### config.mk
export PLATFORM = sky130hd
export DESIGN_NAME = dmac_axi_rd_resp_flat
export DESIGN_NICKNAME = d
export VERILOG_FILES = /design/src/rtl/dmac_axi_rd_resp_if.sv /design/src/rtl/dmac_axi_rd_resp.sv /design/src/flat_wrapper.sv
export SDC_FILE = /design/constraint.sdc
export NUM_CORES = 1
export LEC_CHECK = 0
export CAP_MARGIN = 20
export CELL_PAD_IN_SITES_DETAIL_PLACEMENT = 1
export CELL_PAD_IN_SITES_GLOBAL_PLACEMENT = 2
export CORE_UTILIZATION = 32
export DETAILED_ROUTE_END_ITERATION = 16
export PLACE_DENSITY = 0.77
export SYNTH_ARGS = -nofsm -noshare
export SYNTH_HDL_FRONTEND = slang
export SYNTH_SLANG_ARGS = --single-unit
### constraint.sdc
create_clock -name clk -period 6.1 [get_ports clk]
set_input_delay 1.83 -clock clk [delete_from_list [all_inputs] [get_ports clk]]
set_output_delay 1.83 -clock clk [all_outputs]
set_load 0.1 [all_outputs]
### src/rtl/dmac_axi_rd_resp_if.sv
// AXI4 read-channel bundle (AR + R) shared between a read initiator and
// the dmac_axi_rd_resp endpoint. The axi4_pkg constants live here too so
// that the interface and the responder agree on field widths.

package axi4_pkg;
  localparam int LEN_BITS  = 8;
  localparam int SIZE_BITS = 3;

  localparam logic [1:0] BURST_FIXED = 2'd0;
  localparam logic [1:0] BURST_INCR  = 2'd1;
  localparam logic [1:0] BURST_WRAP  = 2'd2;

  localparam logic [1:0] RESP_OKAY   = 2'b00;
  localparam logic [1:0] RESP_SLVERR = 2'b10;
endpackage

// Handshake: on each channel a transfer happens on the rising clk edge where
// valid and ready are both 1. Once valid is raised the sender holds valid and
// the payload stable until that edge; ready never waits on valid.
interface dmac_axi_rd_resp_if #(
  parameter int ADDR_WD = 32,
  parameter int DATA_WD = 32,
  parameter int ID_WD   = 4
);
  logic                           s_arvalid;
  logic                           s_arready;
  logic [ID_WD-1:0]               s_arid;
  logic [ADDR_WD-1:0]             s_araddr;
  logic [axi4_pkg::LEN_BITS-1:0]  s_arlen;
  logic [axi4_pkg::SIZE_BITS-1:0] s_arsize;
  logic [1:0]                     s_arburst;

  logic                           s_rvalid;
  logic                           s_rready;
  logic [ID_WD-1:0]               s_rid;
  logic [DATA_WD-1:0]             s_rdata;
  logic [1:0]                     s_rresp;
  logic                           s_rlast;

  modport master (
    output s_arvalid, s_arid, s_araddr, s_arlen, s_arsize, s_arburst, s_rready,
    input  s_arready, s_rvalid, s_rid, s_rdata, s_rresp, s_rlast
  );

  modport slave (
    input  s_arvalid, s_arid, s_araddr, s_arlen, s_arsize, s_arburst, s_rready,
    output s_arready, s_rvalid, s_rid, s_rdata, s_rresp, s_rlast
  );
endinterface

### src/rtl/dmac_axi_rd_resp.sv
// AXI4 read responder: takes one AR burst at a time, walks its beat
// addresses against a 1-cycle-latency memory port and returns R beats
// through a 2-entry buffer. Illegal bursts answer SLVERR without touching
// memory.

module dmac_axi_rd_resp
  import axi4_pkg::*;
#(
  parameter int ADDR_WD    = 32,
  parameter int DATA_WD    = 32,
  parameter int ID_WD      = 4,
  parameter int FIFO_DEPTH = 2
) (
  input  logic               clk,
  input  logic               rst,
  dmac_axi_rd_resp_if.slave  s,
  output logic               mem_req,
  output logic [ADDR_WD-1:0] mem_addr,
  input  logic [DATA_WD-1:0] mem_rdata,
  output logic               dbg_state
);

  localparam int MAX_SIZE = $clog2(DATA_WD / 8);
  localparam int PTR_WD   = $clog2(FIFO_DEPTH);

  typedef enum logic {IDLE = 1'b0, BURST = 1'b1} state_t;

  state_t               state;
  logic [ID_WD-1:0]     b_id;
  logic [ADDR_WD-1:0]   b_addr;
  logic [LEN_BITS-1:0]  b_len;
  logic [LEN_BITS-1:0]  b_cnt;
  logic [SIZE_BITS-1:0] b_size;
  logic [1:0]           b_burst;
  logic                 b_err;

  // beat issued last cycle; its memory data arrives this cycle
  logic                 p_valid;
  logic [ID_WD-1:0]     p_id;
  logic                 p_err;
  logic                 p_last;

  logic [ID_WD-1:0]     f_id   [FIFO_DEPTH];
  logic [DATA_WD-1:0]   f_data [FIFO_DEPTH];
  logic [1:0]           f_resp [FIFO_DEPTH];
  logic                 f_last [FIFO_DEPTH];
  logic [PTR_WD-1:0]    wr_ptr;
  logic [PTR_WD-1:0]    rd_ptr;
  logic [PTR_WD:0]      f_count;

  logic                 push;
  logic                 pop;
  logic                 issue_ok;
  logic                 issue;
  logic                 ar_err;
  logic                 wrap_len_ok;

  logic [ADDR_WD-1:0]   step;
  logic [ADDR_WD-1:0]   aligned;
  logic [ADDR_WD-1:0]   wbytes;
  logic [ADDR_WD-1:0]   wrap_base;
  logic [ADDR_WD-1:0]   next_addr;

  assign push = p_valid;
  assign pop  = s.s_rvalid && s.s_rready;

  // Buffer slots already promised (stored + in flight) must stay below the
  // depth; a pop in the same cycle frees one slot for the new beat.
  assign issue_ok = ((f_count + {{PTR_WD{1'b0}}, p_valid}) < (PTR_WD + 1)'(FIFO_DEPTH)) || pop;
  assign issue    = (state == BURST) && issue_ok;

  assign mem_req   = issue && !b_err;
  assign mem_addr  = b_addr;
  assign dbg_state = state;

  assign s.s_arready = (state == IDLE);
  assign s.s_rvalid  = (f_count != '0);
  assign s.s_rid     = f_id[rd_ptr];
  assign s.s_rdata   = f_data[rd_ptr];
  assign s.s_rresp   = f_resp[rd_ptr];
  assign s.s_rlast   = f_last[rd_ptr];

  // Decode illegal requests at AR time so the whole burst answers SLVERR
  always_comb begin
    wrap_len_ok = (s.s_arlen == LEN_BITS'(1)) || (s.s_arlen == LEN_BITS'(3)) ||
                  (s.s_arlen == LEN_BITS'(7)) || (s.s_arlen == LEN_BITS'(15));
    ar_err = (int'(s.s_arsize) > MAX_SIZE) ||
             (s.s_arburst == 2'd3) ||
             ((s.s_arburst == BURST_WRAP) && !wrap_len_ok);
  end

  // Next beat address; only the first beat may be unaligned
  always_comb begin
    step      = ADDR_WD'(1) << b_size;
    aligned   = b_addr & ~(step - ADDR_WD'(1));
    wbytes    = (ADDR_WD'(b_len) + ADDR_WD'(1)) << b_size;
    wrap_base = aligned & ~(wbytes - ADDR_WD'(1));
    case (b_burst)
      BURST_INCR: next_addr = aligned + step;
      BURST_WRAP: next_addr = wrap_base | ((aligned + step) & (wbytes - ADDR_WD'(1)));
      default:    next_addr = b_addr;
    endcase
  end

  // Burst control: accept one AR, then step through its beats
  always_ff @(posedge clk) begin
    if (rst) begin
      state   <= IDLE;
      b_id    <= '0;
      b_addr  <= '0;
      b_len   <= '0;
      b_cnt   <= '0;
      b_size  <= '0;
      b_burst <= '0;
      b_err   <= 1'b0;
    end else begin
      case (state)
        IDLE: begin
          if (s.s_arvalid) begin
            b_id    <= s.s_arid;
            b_addr  <= s.s_araddr;
            b_len   <= s.s_arlen;
            b_size  <= s.s_arsize;
            b_burst <= s.s_arburst;
            b_cnt   <= '0;
            b_err   <= ar_err;
            state   <= BURST;
          end
        end
        BURST: begin
          if (issue_ok) begin
            b_addr <= next_addr;
            b_cnt  <= b_cnt + LEN_BITS'(1);
            if (b_cnt == b_len) state <= IDLE;
          end
        end
        default: state <= IDLE;
      endcase
    end
  end

  // Sideband travels one cycle beside the memory read
  always_ff @(posedge clk) begin
    if (rst) begin
      p_valid <= 1'b0;
      p_id    <= '0;
      p_err   <= 1'b0;
      p_last  <= 1'b0;
    end else begin
      p_valid <= issue;
      if (issue) begin
        p_id   <= b_id;
        p_err  <= b_err;
        p_last <= (b_cnt == b_len);
      end
    end
  end

  // R-beat buffer: push when memory data lands, pop on R handshake
  always_ff @(posedge clk) begin
    if (rst) begin
      for (int i = 0; i < FIFO_DEPTH; i++) begin
        f_id[i]   <= '0;
        f_data[i] <= '0;
        f_resp[i] <= '0;
        f_last[i] <= 1'b0;
      end
      wr_ptr  <= '0;
      rd_ptr  <= '0;
      f_count <= '0;
    end else begin
      if (push) begin
        f_id[wr_ptr]   <= p_id;
        f_data[wr_ptr] <= p_err ? '0 : mem_rdata;
        f_resp[wr_ptr] <= p_err ? RESP_SLVERR : RESP_OKAY;
        f_last[wr_ptr] <= p_last;
        wr_ptr         <= wr_ptr + PTR_WD'(1);
      end
      if (pop) rd_ptr <= rd_ptr + PTR_WD'(1);
      case ({push, pop})
        2'b10:   f_count <= f_count + (PTR_WD + 1)'(1);
        2'b01:   f_count <= f_count - (PTR_WD + 1)'(1);
        default: f_count <= f_count;
      endcase
    end
  end

endmodule

### src/flat_wrapper.sv
// flat-port wrapper written by rule: the top's interface ports become plain ports
module dmac_axi_rd_resp_flat import axi4_pkg::*;
#(
  parameter int ADDR_WD    = 32,
  parameter int DATA_WD    = 32,
  parameter int ID_WD      = 4,
  parameter int FIFO_DEPTH = 2
)
  (clk, rst, mem_req, mem_addr, mem_rdata, dbg_state, s_s_arvalid, s_s_arid, s_s_araddr, s_s_arlen, s_s_arsize, s_s_arburst, s_s_rready, s_s_arready, s_s_rvalid, s_s_rid, s_s_rdata, s_s_rresp, s_s_rlast);
  dmac_axi_rd_resp_if #(.ADDR_WD(ADDR_WD), .DATA_WD(DATA_WD), .ID_WD(ID_WD)) s_i ();
  input  logic clk;
  input  logic rst;
  output logic mem_req;
  output logic [ADDR_WD-1:0] mem_addr;
  input  logic [DATA_WD-1:0] mem_rdata;
  output logic dbg_state;
  input wire logic [$bits(s_i.s_arvalid)-1:0] s_s_arvalid;
  input wire logic [$bits(s_i.s_arid)-1:0] s_s_arid;
  input wire logic [$bits(s_i.s_araddr)-1:0] s_s_araddr;
  input wire logic [$bits(s_i.s_arlen)-1:0] s_s_arlen;
  input wire logic [$bits(s_i.s_arsize)-1:0] s_s_arsize;
  input wire logic [$bits(s_i.s_arburst)-1:0] s_s_arburst;
  input wire logic [$bits(s_i.s_rready)-1:0] s_s_rready;
  output wire logic [$bits(s_i.s_arready)-1:0] s_s_arready;
  output wire logic [$bits(s_i.s_rvalid)-1:0] s_s_rvalid;
  output wire logic [$bits(s_i.s_rid)-1:0] s_s_rid;
  output wire logic [$bits(s_i.s_rdata)-1:0] s_s_rdata;
  output wire logic [$bits(s_i.s_rresp)-1:0] s_s_rresp;
  output wire logic [$bits(s_i.s_rlast)-1:0] s_s_rlast;
  assign s_i.s_arvalid = s_s_arvalid;
  assign s_i.s_arid = s_s_arid;
  assign s_i.s_araddr = s_s_araddr;
  assign s_i.s_arlen = s_s_arlen;
  assign s_i.s_arsize = s_s_arsize;
  assign s_i.s_arburst = s_s_arburst;
  assign s_i.s_rready = s_s_rready;
  assign s_s_arready = s_i.s_arready;
  assign s_s_rvalid = s_i.s_rvalid;
  assign s_s_rid = s_i.s_rid;
  assign s_s_rdata = s_i.s_rdata;
  assign s_s_rresp = s_i.s_rresp;
  assign s_s_rlast = s_i.s_rlast;
  dmac_axi_rd_resp #(.ADDR_WD(ADDR_WD), .DATA_WD(DATA_WD), .ID_WD(ID_WD), .FIFO_DEPTH(FIFO_DEPTH)) u_core (.clk(clk), .rst(rst), .s(s_i), .mem_req(mem_req), .mem_addr(mem_addr), .mem_rdata(mem_rdata), .dbg_state(dbg_state));
endmodule
==> results summary, run 1 <==
The number of instances in the synthesized netlist came out at 1026. In the synthesized netlist the async set-or-reset flop fraction comes to 0%. For this configuration, the core starts out at a cell density of around 33%.

The number of filler instances in the final layout came out at 3192. The critical path data arrival time came out at 2.99 ns. The run finished with clean final reports. Traced cell by cell, the critical path runs through clkdlybuf4s50_1 > o21ai_1 > buf_4 > nor2_1 > buf_4.

The final period utilization is 79.02%. The global routing met3 resource utilization came out at around 3.4%. For this design, the slowest cell found on the critical path is clkdlybuf4s50_1. The biggest area contributor in the post-synthesis netlist is edfxtp_1. The pin slew with the least headroom to its limit is between 1 and 1.5 ns.

Of the post-synthesis cell area, the dominant cell type holds 25.33%. The number of placed I/O pins is between 150 and 200. The y dimension of the die came out at 169.8 microns. The number of gates resized after cts came out at 0. The maximum count of clock buffers along a single path came out at 2. The CTS sink count came out at 147. The detail route stage leaves a number of antenna-violating nets equal to 0. The required time at the endpoint of the critical path is 4.27 ns.

TritonCTS built the clock tree. The number of input and output port buffers inserted is around 160. The total setup buffers inserted after CTS came out at 0.

The number of violations reported at the end of detailed-routing iteration 0 is ~500. In the final design database the tool counted 1255 nets. The non-filler instance count after layout is 1546. The number of optimization iterations in the first detailed-route pass came out at 6. During synthesis, Yosys emitted a total of 0 warnings. The final weighted congestion in routability-driven placement is 0.7743. Clock skew on the completed layout was measured at 0.01095 ns. The cell total after placement is 1513.

Clock tree synthesis inserted a total of 17 buffers. The die boundary width came out at ~170 microns. The number of antenna violations at the first check in global routing is 0.

The number of buffers added to fix hold violations after cts is 0. In the final routed layout, each cell accounts on average for 19.73 microns. Averaged over all synthesized cells, the footprint is around 9 sq um. The type of the worst min-delay path is reg2reg. The largest vdd supply drop is between 0.0002 and 0.00025 V.

The critical path contains buffers and inverters numbering 3 combined. 0 antenna diodes ended up in the layout. The routed design has 30500 microns of wire. The via-per-instance ratio is roughly 5.4.

The sequential share of the synthesized area is about two fifths. Clock-pin slew was measured on the worst setup and hold paths at 0.07 ns. In the post-synthesis netlist, the biggest area contributors are edfxtp_1, dfxtp_1, mux2_2. The global-route layer with the greatest usage is met2. The total of endpoints with negative setup slack in the final report is 0. The category of the most critical setup path is in2out.

The clock reaches the later pin of the worst-skew pair after 0.43 ns. The maximum operating frequency is 0.2075 GHz. The worst path needs 4.820 ns of the cycle, external delays included. The largest fanout on the critical path is 15. The synthesized netlist net count is 1126. The power per unit of standard cell area is 307.3 nW/um^2. Across the run, the number of max-cap violations was 0.

The cell seen most often among critical-path stages is buf_4. The proportion of layout cells with a drive suffix above 1 came out at 10.02%. Yosys mapped the design onto 83 distinct sky130hd cell types. The post-placement setup slack came out at ~1.3 ns. Setup slack closes at 1.280 ns. The core area is between 20000 and 30000 sq um. The leakage power of the design is 4.070 nW. The post-synthesis instance area came out at around 9000 sq um. Relative to the synthesized area, the layout overhead comes to 28.11%.

The global route total overflow came out at 0. For this run, design rule violations remaining after detail routing come to 0. The number of placement rows is 61. The count of endpoints failing hold in the final timing report is 0. The number of synthesized flops with an enable pin is 76. Global routing used 28.09% of the available met1 tracks. The worst hold-check slack came out at 0.4514 ns. Among all flip-flop cells after synthesis, the most frequent one is edfxtp_1. The worst setup path is captured at an output pin. The final cell area excluding filler cells came out at ~12000 sq um. The detailed placement HPWL came out at between 20000 and 25000 microns.

The tree is rooted in a clkbuf_16. In this run the cell area measured after placement is 10930 sq um. In the global route stage, overall resource usage came out at 21.48%.

The synthesized design contains between 100 and 150 register bits. Entering global routing, the biggest net connects 58 pins. The first global-routing pass estimated 48020 microns of wire. Setup repair after global routing left no endpoint under its margin. The detailed-route via count is 8286.

The worst stage delay on the critical path is 0.48 ns. The max-slew violation count is 0. The H-tree generated during clock tree synthesis spans 4 levels. The total negative slack came out at 0 ns.

STA classifies the critical path startpoint as an input port. The number of global-route vias before repair is around 8400. Global routing consumed, on the met2 layer, between 30% and 40% of the routing resources. The top cell family by delay on the critical path is buffers and inverters.

The die area is 28830 sq um. The relative slew slack came out at around 31%.
[per-layer routing]
metal  part of all wire (%)  up-vias
met1                     46     4087
li1                       -     4020
met2                     49      157
met5                      0        -
met3                    3.3       22
met4                   0.94        0
[synthesized netlist by cell type, drive strengths merged, types with 4 or more instances]
master,count
a211o,4
a22o,4
nor3,27
or2,4
and3,18
a221oi,6
a21o,6
mux2i,12
o211ai,14
nor4,7
edfxtp,76
o31ai,10
nand4,15
o21ai,43
a2111oi,5
a41oi,4
clkbuf,51
a31oi,11
xor2,15
xnor2,20
a21oi,76
nor2b,4
buf,19
and2,22
and4,7
or3,15
nand2b,46
inv,19
nand2,109
dfxtp,71
o2111ai,4
ha,15
a311oi,8
nor2,122
mux2,43
nand3,29
a211oi,11
nor4b,5
[flip-flops by register name, indices dropped and copies added, names as in the netlist, 2 cells and up, named ones only]
register         count
u_core.f_id          8
u_core.f_last        2
u_core.b_size        3
u_core.f_data       64
u_core.p_id          4
u_core.b_id          4
u_core.b_burst       2
u_core.f_resp        2
u_core.b_len         8
u_core.mem_addr     32
u_core.f_count       2
u_core.b_cnt         8
[path summary, 6_finish.rpt]
path                                 startpoint                  end  slack (ns)  cells after the start
worst min register to register   u_core.b_id[2]       u_core.p_id[2]        0.45                      2
worst min-delay path             u_core.b_id[2]       u_core.p_id[2]        0.45                      2
worst max-delay path                 s_s_rready              mem_req        1.28                      5
worst max register to register  u_core.b_len[0]  u_core.mem_addr[31]        1.61                     14
[layout make-up]
class | count | area (sq um) | area share, %
multi-input cells | 789 | 4947 | 42.86
flip-flops and latches | 147 | 3705 | 32.10
repair buffers | 180 | 1759 | 15.24
well taps | 378 | 473.0 | 4.098
clock buffers | 17 | 425.4 | 3.686
clock inverters | 15 | 157.7 | 1.366
inverters | 20 | 75.07 | 0.6504
[power by group]
part           switching [mW]  internal [mW]
Sequential             0.0795           1.11
Clock                   0.496          0.581
Combinational           0.906          0.373
[per-stage QoR]
stage	utilization, %	total power [mW]
floorplan	-	2.142
detailed placement	39.46	2.494
global route	41.66	3.686
finish	41.66	3.547
CTS	41.56	3.579
global placement	39.46	2.481
[layout by cell type, fill, tap and decap left out, types with 4 or more instances in the layout]
cell type | Yosys | layout
nand4_1 | 15 | 15
ha_1 | 15 | 15
buf_4 | 4 | 22
nand2_1 | 109 | 109
o2111ai_1 | 4 | 4
o211ai_1 | 14 | 14
a311oi_1 | 8 | 8
a2111oi_0 | 5 | 5
and3_1 | 18 | 18
nand2b_1 | 46 | 46
a221oi_1 | 6 | 6
edfxtp_1 | 76 | 76
dfxtp_1 | 71 | 70
xnor2_1 | 20 | 20
and4_1 | 7 | 7
nand3_1 | 28 | 28
a211oi_1 | 11 | 11
clkdlybuf4s50_1 | 0 | 156
a22o_1 | 4 | 4
nor4_1 | 6 | 6
or3_1 | 15 | 15
inv_8 | 0 | 4
a21o_1 | 6 | 6
and2_1 | 22 | 22
mux2_2 | 43 | 43
a21oi_1 | 76 | 76
xor2_1 | 15 | 15
o21ai_0 | 41 | 40
a211o_1 | 4 | 4
mux2i_1 | 12 | 12
clkbuf_16 | 0 | 17
nor2_1 | 122 | 122
a31oi_1 | 11 | 11
inv_1 | 18 | 18
nor3_1 | 27 | 27
inv_6 | 0 | 6
o31ai_1 | 10 | 10
[worst min-delay path, stage by stage, from the launching register on]
cell,delay [ns]
dfxtp_1,0.31
nand2_1,0.05
a21oi_1,0.05
[cells by family after synthesis]
kind of cell	count (synthesis)	synth area share, %
and+or+nand+nor	445	24.87
AOI/OAI and AO/OA	238	17.65
DFF	147	41.11
buffers and inverters	90	4.138
muxes	55	6.707
xor gates and xnor gates	35	3.402
adders and majority gates	15	2.083
other	1	0.04162
(Power assumes the default switching activity.)
==> run 2: changes to the inputs <==
- CORE_UTILIZATION: 32 -> 29
- PLACE_DENSITY: 0.77 -> 0.74
- clock period: 6.1 -> 4.1 ns (I/O delays scaled with it)
==> run 2 against run 1 <==
  * Global-route usage is 1.6 points lower
  * Sequential power grew 50%
  * Largest power group unchanged
  * First-iteration DRC count decreased by 21%
  * Worst hold slack improved by 0.0011 ns
  * Utilization is 3.4 points lower
  * Critical path type is now reg2reg
  * Largest cell class unchanged
  * Critical endpoint is now u_core.mem_addr[26]
  * Count of clock-buffer cells in the layout grew 1
  * Final cell count up 3.2%
  * Non-clock buffer count increased by 31
  * Clock skew rose by 0.012 ns
==> results summary, run 2 (synthesis gave the netlist of run 1 again) <==
At the worst endpoint, the required time is 4.42 ns. The critical path goes through nor3_4 > inv_1 > ha_1 > inv_1 > o31ai_1 > a21oi_1 > ha_2 > a21o_1 > a21oi_1 > o22ai_1 > o31ai_2 > a21o_1 > nor2_1 > a41o_1 > a32o_1 > and3_1. The total of endpoints with negative setup slack in the final report is 0. The largest single stage delay on the critical path is ~0.38 ns. The register with the most flip-flops is u_core.f_data. The average wire per standard cell came out at between 15 and 20 microns.

The via-per-instance ratio came out at about 5.3. The largest vdd supply drop came out at 0.0002607 V. For this block, the routed nets add up to 31340 microns of wire. The worst path uses 91.82% of the clock period. The critical path data arrival time came out at 4.09 ns.

Setup repair after global routing left no endpoint under its margin. For the pin with the worst max-slew slack, the measured transition is 1.013 ns. The first-pass GRT wire length is slightly below 50000 microns. Clock-pin slew was measured on the worst setup and hold paths at 0.07 ns. For the worst-skew pair, the clock arrives at the later sink with an insertion delay of 0.43 ns.

The clock root buffer is clkbuf_16. The worst setup path is launched from a flip-flop. The flip-flop count of the largest register, all copies and words added came out at 64.

The buffers plus inverters on the worst setup path came out at 2. The count of endpoints failing hold in the final timing report came out at 0. The post-placement setup slack came out at 0.2507 ns.

The sequential fraction of design power came out at 33.4%. The area growth from synthesis to layout came out at 29.94%. The flow ran to the end, and the final reports show no timing, DRC or antenna violations. The CTS sink count is 147. The switching share of total power is 42.08%.

In the final design database the tool counted about 1300 nets. The number of antenna diodes in the final layout is 0. The flip-flop and latch area is 3707 sq um. The number of violations reported at the end of detailed-routing iteration 0 is 404. The critical path in this run is classified as reg2reg. The core area is 30590 sq um. Leaving out fill and tap cells, the most frequent cells in the layout are nor2_1, nand2_1, buf_4, clkdlybuf4s50_1. In this run the tool buffered the top-level ports with roughly 160 buffer cells. Global routing consumed, over all layers together, about a fifth of the routing resources. The number of clock buffers added by TritonCTS is 17. The maximum number of pins on one net before global-route repair came out at 58.

After global routing the overflow that remains totals 0. The number of antenna violations at the first check in global routing is 1. The final weighted congestion in routability-driven placement is 0.8249. The maximum count of clock buffers along a single path came out at 2. The worst setup path is captured at a flip-flop. The H-tree generated during clock tree synthesis spans 4 levels.

The relative slew slack came out at 32.35%. The fraction of power consumed by combinational cells is a little over a third. The multi-input combinational cells in the finished layout cover a total of between 4000 and 5000 sq um. The detailed placement HPWL came out at 22670 microns. The max-slew violation count came to 0. The number of max-cap violations came out at 0. After the flow finishes, the layout carries non-filler instances totaling between 1500 and 2000.

The slowest stage of the critical path belongs to the cell a41o_1. The number of global-route vias before repair is 8735. The clock tree from TritonCTS is built. The leakage power of the design came out at 4.291 nW. After detailed placement, the design holds a cell count of ~1600. The worst path setup slack after routing is 0.3352 ns. The path class of the tightest hold or removal check is reg2reg. The power per unit of standard cell area came out at around 450 nW/um^2. Leaving out fill and tap cells, the most frequent cell in the layout is nor2_1.

The largest fanout on the critical path is 10. The clock tree skew after final layout is about 0.023 ns. The post-detailed-route count of antenna-violating nets is 0. The maximum operating frequency came out at 0.2656 GHz. The floorplan step defined a die boundary enclosing around 32000 sq um. The first detailed-routing pass took 5 iterations. The total DRC errors in the routed layout came out at 0. The die boundary width is around 180 microns.

Summed over all nets, the switching power comes to 2.239 mW. The top cell family by delay on the critical path is compound AO/OA/AOI/OAI gates. After floorplanning, the core was divided into 64 placement rows. For the final routed database, the setup TNS stands at 0 ns.

For this design the top-level I/O count stands at 160. The minimum clock period after layout came out at about 3.8 ns. The y dimension of the die is 178.3 microns. The internal portion of the total power is between 3 and 4 mW. For this configuration, the core starts out at a cell density of between 20 and 30%. The layout has 3533 filler cells. The proportion of layout cells with a drive suffix above 1 came out at approximately 18%. The clock network fraction of total power is 30.6%. The detailed-route via count came out at 8499.
==> run 2: cell count changes in the layout (fill, tap and decap cells not counted), moves of 4 or more <==
cell / previous run / this run
clkinv_4: 0 / 4
clkdlybuf4s50_1: 156 / 102
inv_6: 6 / 2
buf_4: 22 / 105
==> run 2: per-layer routing <==
metal  routed length (microns)  part of all wire, %  track usage, %  up-vias
met5                        13                0.041               0        -
li1                          -                    -               -     4080
met2                     15150                   48           34.78      179
met4                       442                  1.4           5.191        2
met1                     14460                   46           25.46     4208
met3                      1268                  4.0           2.877       30
==> run 2: area by class of cell <==
cell class / instances / share of cell area (%)
Clock buffer: 18 / 3.666
Clock inverter: 14 / 1.389
Inverter: 20 / 0.6412
Multi-Input combinational cell: 789 / 42.51
Sequential cell: 147 / 31.67
Tap cell: 396 / 4.232
Timing Repair Buffer: 211 / 15.89
==> run 2: worst min-delay path: cells and delay by family, from the launching register on <==
family | cells | cell delay, ns
and+or+nand+nor | 1 | 0.06
DFF | 1 | 0.31
AOI/OAI and AO/OA | 1 | 0.05
==> run 2: timing repair <==
action                     4_1_cts  5_1_grt
setup buffers                    0        1
hold buffers                     0        0
resized for setup                0       10
setup endpoints to repair        0        4
==> run 2: stage by stage <==
stage | util (%) | power [mW] | cell area, sq um | hold WS (ns)
4_1_cts | 38.14 | 5.364 | 11670 | 0.4576
3_5_place_dp | 36.21 | 3.723 | 11080 | 0.4525
3_3_place_gp | 36.21 | 3.713 | 11080 | 0.4451
6_report | 38.27 | 5.321 | 11710 | 0.4525
2_1_floorplan | - | 3.189 | 9025 | 0.4321
5_1_grt | 38.27 | 5.541 | 11710 | 0.4744
==> run 2: final timing paths <==
check	start	depth (start not counted)	to	slack, ns
hold reg to reg	u_core.b_id[2]	2	u_core.p_id[2]	0.45
hold / removal	u_core.b_id[2]	2	u_core.p_id[2]	0.45
setup reg to reg	u_core.b_size[1]	16	u_core.mem_addr[26]	0.34
setup / recovery	u_core.b_size[1]	16	u_core.mem_addr[26]	0.34
==> run 2: power groups by stage <==
stage	clock (mW)	sequential, mW	combinational [mW]
global placement	0	1.80	1.91
CTS	1.66	1.78	1.92
floorplan	0	1.98	1.21
detailed placement	0	1.81	1.91
global route	1.73	1.79	2.02
finish	1.63	1.78	1.92
